## src/rtl/ram_ctrl_pkg.sv

```systemverilog
// rtl/ram_ctrl_pkg.sv - shared RAM controller constants and FSM state type
package ram_ctrl_pkg;

   localparam int ADDR_W    = 10;
   localparam int DATA_W    = 8;
   localparam int MEM_DEPTH = 1024;

   typedef enum logic [1:0] {
      IDLE = 2'd0,
      ACC0 = 2'd1,
      ACC1 = 2'd2
   } state_t;

endpackage

```

## src/rtl/rr_arb2.sv

```systemverilog
// rtl/rr_arb2.sv - combinational two-way round-robin arbiter with request masking
module rr_arb2 (
   input  logic [1:0] req,
   input  logic [1:0] mask,
   input  logic       last,
   output logic [1:0] grant,
   output logic       any
);

   logic [1:0] elig;

   assign elig = req & ~mask;
   assign any  = |elig;

   // On contention the client that did not win last time gets the grant.
   always_comb begin
      grant = 2'b00;
      if (elig == 2'b11)
         grant = last ? 2'b01 : 2'b10;
      else
         grant = elig;
   end

endmodule

```

## src/rtl/ram_arbiter_2.sv

```systemverilog
// rtl/ram_arbiter_2.sv - serialises two clients onto a single-port RAM with registered pins
module ram_arbiter_2 #(
   parameter int ADDR_W = ram_ctrl_pkg::ADDR_W,
   parameter int DATA_W = ram_ctrl_pkg::DATA_W
) (
   input  logic              clk,
   input  logic              rst,
   input  logic              req0,
   input  logic              wr0,
   input  logic [ADDR_W-1:0] addr0,
   input  logic [DATA_W-1:0] wdata0,
   output logic              gnt0,
   output logic              rvalid0,
   output logic [DATA_W-1:0] rdata0,
   input  logic              req1,
   input  logic              wr1,
   input  logic [ADDR_W-1:0] addr1,
   input  logic [DATA_W-1:0] wdata1,
   output logic              gnt1,
   output logic              rvalid1,
   output logic [DATA_W-1:0] rdata1,
   output logic [ADDR_W-1:0] ram_addr,
   output logic [DATA_W-1:0] ram_din,
   output logic              ram_wr,
   output logic              ram_cs,
   input  logic [DATA_W-1:0] ram_dout,
   output logic              busy
);

   import ram_ctrl_pkg::*;

   state_t     state;
   logic       last;
   logic [1:0] grant;
   logic       any;

   // The client currently holding an ACC cycle still shows its stale request; mask it.
   rr_arb2 u_arb (
      .req   ({req1, req0}),
      .mask  ({gnt1, gnt0}),
      .last  (last),
      .grant (grant),
      .any   (any)
   );

   always_ff @(posedge clk) begin
      if (rst) begin
         state    <= IDLE;
         last     <= 1'b1;
         gnt0     <= 1'b0;
         gnt1     <= 1'b0;
         rvalid0  <= 1'b0;
         rvalid1  <= 1'b0;
         rdata0   <= '0;
         rdata1   <= '0;
         ram_addr <= '0;
         ram_din  <= '0;
         ram_wr   <= 1'b0;
         ram_cs   <= 1'b0;
         busy     <= 1'b0;
      end else begin
         gnt0    <= grant[0];
         gnt1    <= grant[1];
         busy    <= any;
         rvalid0 <= (state == ACC0) && !ram_wr;
         rvalid1 <= (state == ACC1) && !ram_wr;
         if ((state == ACC0) && !ram_wr)
            rdata0 <= ram_dout;
         if ((state == ACC1) && !ram_wr)
            rdata1 <= ram_dout;

         if (grant[0]) begin
            state    <= ACC0;
            last     <= 1'b0;
            ram_addr <= addr0;
            ram_din  <= wdata0;
            ram_wr   <= wr0;
            ram_cs   <= 1'b1;
         end else if (grant[1]) begin
            state    <= ACC1;
            last     <= 1'b1;
            ram_addr <= addr1;
            ram_din  <= wdata1;
            ram_wr   <= wr1;
            ram_cs   <= 1'b1;
         end else begin
            state  <= IDLE;
            ram_wr <= 1'b0;
            ram_cs <= 1'b0;
         end
      end
   end

endmodule

```

## config.mk

```make
export PLATFORM = sky130hd
export DESIGN_NAME = ram_arbiter_2
export DESIGN_NICKNAME = d
export VERILOG_FILES = /design/src/rtl/ram_ctrl_pkg.sv /design/src/rtl/rr_arb2.sv /design/src/rtl/ram_arbiter_2.sv
export SDC_FILE = /design/constraint.sdc
export NUM_CORES = 1
export LEC_CHECK = 0
export BUFFER_PORTS_ARGS = -buffer_cell sky130_fd_sc_hd__clkbuf_2
export CORE_MARGIN = 8
export CORE_UTILIZATION = 29
export CTS_CLUSTER_SIZE = 16
export DETAILED_ROUTE_END_ITERATION = 8
export PLACE_DENSITY = 0.61
export SYNTH_ARGS = -nofsm -noshare
export SYNTH_HDL_FRONTEND = slang
export SYNTH_SLANG_ARGS = --single-unit
```

## constraint.sdc

```tcl
create_clock -name clk -period 1.5 [get_ports clk]
set_input_delay 0.225 -clock clk [delete_from_list [all_inputs] [get_ports clk]]
set_output_delay 0.225 -clock clk [all_outputs]
set_load 0.05 [all_outputs]
```

==> flow_summary.json, run 1 <==
{
  "holdCritPathClass": "input port to register",
  "synthAdderAreaFrac": 0,
  "synth_flop_cell": "dfxtp_1",
  "timing.rr.end": "ram_din[2]",
  "cts_made_buffers": 5,
  "synth_cells": 189,
  "period_needed_ns": 1.39,
  "cts_htree_levels": 2,
  "fin_setup_tns_ns": 0,
  "drv_cap": 0,
  "dp_slack_ns": -0.119,
  "synthArstFlopShare": 0,
  "synthTopCellsByArea": "dfxtp_1, and4b_1, mux2i_1",
  "setup_viol": 0,
  "routedWlPerCell_um": 15.7,
  "ios": 91,
  "path_clk_slew_ns": 0.08,
  "reg2reg_from": "gnt1",
  "synth_compound_gate_area_share": 0.183,
  "setup.worst_path.start_class": "register",
  "synth_top_area_frac": 0.460,
  "fmax_mhz": 720,
  "cp.arrival_ns": 1.58,
  "hold_ws_ns": 0.167,
  "worstHoldStart": "wr0",
  "max_stage_delay_ns": 0.49,
  "num_vias": 1724,
  "grt_usage": 0.119,
  "place.port_buffers": 90,
  "power_density_nw_per_um2": 1120,
  "clock-sinks": 43,
  "yosysSeqAreaShare": 0.460,
  "drtIter0Drc": 81,
  "critPathKind": "register to register",
  "reg2reg_slack_ns": 0.11,
  "areaGrowthSynthToFinish_pct": 37.8,
  "total_power_mw": 2.90,
  "ys_types": 24,
  "fin_ws_ns": 0.112,
  "firstDrtPassIters": 4,
  "yosysMostFrequentCell": "dfxtp_1",
  "dpl_cell_area_um2": 2430,
  "drive_above_1_share": 0.416,
  "rows": 29,
  "final_nets": 328,
  "drtAntennaViolNets": 0,
  "drc_errors": 0,
  "die-width_um": 96.3,
  "cts_buffer_depth": 2,
  "yosys_warnings": 0,
  "p_leak_nw": 1.34,
  "antenna_found_initial": 0,
  "timing.final.hold_violations": 0,
  "worst_slew_pin_slew_ns": 0.689,
  "worstPathCellList": "or3b_4, and4b_1, a211o_1",
  "synth.avg_cell_area_um2": 9.90,
  "die_area_um2": 9280,
  "diodes": 0,
  "grt_pass1_vias": 1723,
  "grt_max_degree": 61,
  "synth_top_family_by_area": "simple AND/OR/NAND/NOR gates",
  "skew_ns": 0.00495,
  "clkLatencyLatePin_ns": 0.29,
  "dpl.hpwl_mm": 4.04,
  "cts-root-buf": "clkbuf_8",
  "coreArea_um2": 6280,
  "final_area_um2": 2580,
  "drv_slew": 0,
  "postRouteWirelength_mm": 5.59,
  "synthMuxAreaShare": 0.0856,
  "tritoncts": "built",
  "initial_core_util": 0.298,
  "syn_nets": 239,
  "slowest_stage": "or3b_4",
  "yosysTopAreaCell": "dfxtp_1",
  "ctsHoldBuffers": 0,
  "synth_enable_flop_cells": 0,
  "end_kind": "register",
  "ir_drop_mv": 0.450,
  "crit_start": "gnt1",
  "dp_cells": 348,
  "gp_congestion": 0.739,
  "gr-total-overflow": 0,
  "timing.final.crit_share": 0.926,
  "grt_pass1_wl_mm": 8.58,
  "cts_resized": 1,
  "worstPathRequired_ns": 1.69,
  "post_cts_buffers": 0,
  "synth.top_cells.by_count": "dfxtp_1, nor2_1, inv_1",
  "ys_seq_elements": 43,
  "cp-endpoint": "ram_din[2]",
  "instances_no_fill": 356,
  "reg2reg_depth": 3,
  "viasPerCell": 4.84,
  "max-slew-margin-rel": 0.539,
  "synth-simple-area-share": 0.183,
  "path_max_fanout": 20,
  "fin_util": 0.411,
  "rsz0062_at_grt": "no",
  "status": "complete, no violations",
  "die_y_um": 96.3,
  "synth_xor_area_frac": 0,
  "netlist_area_um2": 1870
}
[how the worst min path moves through the flow]
stage	slack (ns)	cells past startpoint	to
finish	0.17	3	ram_wr
global route	0.19	3	ram_wr
CTS	0.16	3	ram_wr
detailed placement	0.45	1	ram_din[0]
global placement	0.44	2	ram_addr[9]
floorplan	0.37	2	rdata0[0]
[cell type report]
class                           count  area [µm²]
Fill cell                         625        3700
Sequential cell                    43         863
Clock buffer                        6        82.6
Multi-Input combinational cell    110         878
Tap cell                           77        96.3
Timing Repair Buffer              100         554
Inverter                           18        67.6
Clock inverter                      2        35.0
[flip-flops by register name, summed over array words and instances, names as in the netlist]
name      flops
ram_din       8
ram_wr        1
rvalid1       1
rdata0        8
rdata1        8
ram_addr     10
state         2
busy          1
last          1
ram_cs        1
gnt1          1
rvalid0       1
[critical path: cells and delay by family, from the launching register on]
| kind | cells | cell delay [ns] |
|---|---|---|
| simple gates | 2 | 0.72 |
| compound gates | 1 | 0.22 |
| flops | 1 | 0.34 |
[routing by layer]
metal / global-route usage / routed length [µm] / vias up
met3: 0.0429 / 370 / 8
met1: 0.140 / 2390 / 804
met2: 0.195 / 2750 / 42
met5: 0 / 0 / -
li1: - / - / 870
met4: 0.0441 / 81 / 0
[placed cells by master (no fill, tap or decap)]
| cell type | Yosys | layout |
|---|---|---|
| clkbuf_2 | 0 | 90 |
| dfxtp_1 | 43 | 41 |
| nor2_1 | 19 | 19 |
| inv_1 | 18 | 18 |
| and4b_1 | 16 | 16 |
| a211o_1 | 16 | 16 |
| mux2i_1 | 16 | 16 |
| a2111oi_1 | 0 | 8 |
| a2111oi_0 | 16 | 7 |
| buf_4 | 0 | 7 |
| a21oi_1 | 6 | 6 |
| clkbuf_8 | 0 | 6 |
| nor2b_1 | 3 | 3 |
| nand2_1 | 3 | 3 |
| nand2b_1 | 2 | 2 |
| nor3b_2 | 0 | 2 |
| a22oi_1 | 2 | 2 |
| o32ai_1 | 2 | 2 |
| nand3_1 | 2 | 2 |
| dfxtp_2 | 0 | 2 |
| buf_12 | 0 | 2 |
| nor2b_2 | 1 | 1 |
| nor3_4 | 0 | 1 |
| or3b_4 | 1 | 1 |
| nand3b_1 | 1 | 1 |
| or3_1 | 1 | 1 |
| a2111oi_2 | 0 | 1 |
| clkinv_2 | 0 | 1 |
| bufinv_16 | 0 | 1 |
| buf_6 | 3 | 1 |
[logic make-up (layout without fill, tap and decap cells)]
family | count (synthesis) | in the layout
AOI/OAI and AO/OA | 42 | 42
buffers and inverters | 36 | 126
DFF | 43 | 43
and+or+nand+nor | 52 | 52
muxes | 16 | 16
[report_power, final]
group	leakage [nW]	internal [mW]	switching, mW
clock	0.0612	0.539	0.400
combinational	0.923	0.222	0.473
sequential	0.354	1.22	0.0423
total	1.34	1.98	0.915
Note: power is estimated with default switching activity, not from simulation.
==> run 2: changes to the inputs <==
--- a/config.mk
+++ b/config.mk
@@ -5,12 +5,12 @@
 export SDC_FILE = /design/constraint.sdc
 export NUM_CORES = 1
 export LEC_CHECK = 0
-export BUFFER_PORTS_ARGS = -buffer_cell sky130_fd_sc_hd__clkbuf_2
 export CORE_MARGIN = 8
 export CORE_UTILIZATION = 29
 export CTS_CLUSTER_SIZE = 16
 export DETAILED_ROUTE_END_ITERATION = 8
-export PLACE_DENSITY = 0.61
+export DONT_BUFFER_PORTS = 1
+export PLACE_DENSITY = 0.48
 export SYNTH_ARGS = -nofsm -noshare
 export SYNTH_HDL_FRONTEND = slang
 export SYNTH_SLANG_ARGS = --single-unit
==> flow_summary.json, run 2 (synthesized netlist as in run 1, its figures left out) <==
{
  "status": "complete, no violations",
  "hold_ws_ns": 0.0332,
  "drive_above_1_share": 0.149,
  "place.port_buffers": 0,
  "grt_usage": 0.118,
  "holdCritPathClass": "input port to register",
  "setup.worst_path.start_class": "register",
  "drtIter0Drc": 50,
  "drtAntennaViolNets": 0,
  "drv_cap": 0,
  "rows": 29,
  "clock-sinks": 43,
  "cp.arrival_ns": 1.63,
  "fmax_mhz": 693,
  "worstPathCellList": "buf_4, or3b_4, and4b_1, a211o_1",
  "fin_setup_tns_ns": 0,
  "routedWlPerCell_um": 19.6,
  "crit_family": "simple AND/OR/NAND/NOR gates",
  "power_density_nw_per_um2": 1230,
  "largest_register_ffs": 10,
  "skew_ns": 0.00719,
  "firstDrtPassIters": 4,
  "setup_viol": 0,
  "die_y_um": 96.3,
  "grt_pass1_vias": 1546,
  "coreArea_um2": 6280,
  "top_register": "ram_addr",
  "timing.final.hold_violations": 0,
  "total_power_mw": 2.60,
  "period_needed_ns": 1.44,
  "die-width_um": 96.3,
  "viasPerCell": 5.27,
  "rsz0062_at_grt": "yes",
  "path_clk_slew_ns": 0.09,
  "tritoncts": "built",
  "grt_max_degree": 40,
  "gr-total-overflow": 0,
  "slowest_stage": "or3b_4",
  "clkLatencyLatePin_ns": 0.30,
  "crit_buf_inv": 1,
  "drv_slew": 0,
  "ir_drop_mv": 0.414,
  "worstPathRequired_ns": 1.69,
  "p_leak_nw": 0.953,
  "ios": 91,
  "max-slew-margin-rel": 0.398,
  "dpl_cell_area_um2": 1970,
  "die_area_um2": 9280,
  "layout_common_cells": "dfxtp_1, nor2_1, inv_1",
  "gp_congestion": 0.714,
  "grt_pass1_wl_mm": 8.40,
  "end_kind": "register",
  "max_stage_delay_ns": 0.44,
  "cts_buffer_depth": 2,
  "cts_made_buffers": 5,
  "postRouteWirelength_mm": 5.32,
  "antenna_found_initial": 0,
  "num_vias": 1428,
  "dpl.hpwl_mm": 3.63,
  "final_nets": 243,
  "diodes": 0,
  "final_area_um2": 2120,
  "areaGrowthSynthToFinish_pct": 13.2,
  "path_max_fanout": 10,
  "timing.final.crit_share": 0.962,
  "critPathKind": "register to register",
  "cts-root-buf": "clkbuf_8",
  "cts_htree_levels": 2,
  "layout_commonest_cell": "dfxtp_1",
  "drc_errors": 0,
  "initial_core_util": 0.298,
  "worst_slew_pin_slew_ns": 0.899
}
[run 2: cell type report]
class	instances	area (µm²)
timing repair buffer	14	119
clock inverter	3	26.3
multi-input combinational	111	877
clock buffer	5	68.8
sequential	43	863
fill	665	4160
inverter	18	67.6
tap	77	96.3
[run 2: report_power, final]
group          total (mW)  leakage, nW  internal (mW)  switching, mW
Sequential           1.51        0.354           1.22          0.290
Combinational       0.307        0.550          0.134          0.173
Clock               0.787       0.0491          0.343          0.444
Total                2.60        0.953           1.70          0.907
[run 2: routing by layer]
layer / share of wire / global-route usage / up-vias
met1: 0.44 / 0.143 / 671
met3: 0.080 / 0.0406 / 4
met5: 0 / 0 / -
met4: 0.014 / 0.0530 / 0
li1: - / - / 704
met2: 0.47 / 0.183 / 49
[run 2: final timing paths]
path	startpoint	to	slack [ns]	cells after the start
max	gnt1	ram_din[3]	0.06	4
min reg2reg	rdata1[4]	rdata1[4]	0.51	2
max reg2reg	gnt1	ram_din[3]	0.06	4
min	rst	last	0.03	2
[run 2: timing repair]
action | CTS | global route
cloned | 1 | 0
setup endpoints to repair | 16 | 18
buffers inserted | 0 | 1
endpoints found under the hold margin | 24 | 0
hold buffers | 1 | 0
gates resized for setup | 2 | 6
[run 2: per-stage QoR]
stage / std cells / utilization / setup WS (ns)
2_1_floorplan: 189 / - / 0.0379
3_3_place_gp: 260 / 0.314 / -0.0550
3_5_place_dp: 260 / 0.314 / -0.0811
4_1_cts: 270 / 0.334 / 0.0437
5_1_grt: 271 / 0.337 / -0.0252
6_report: 271 / 0.337 / 0.0570
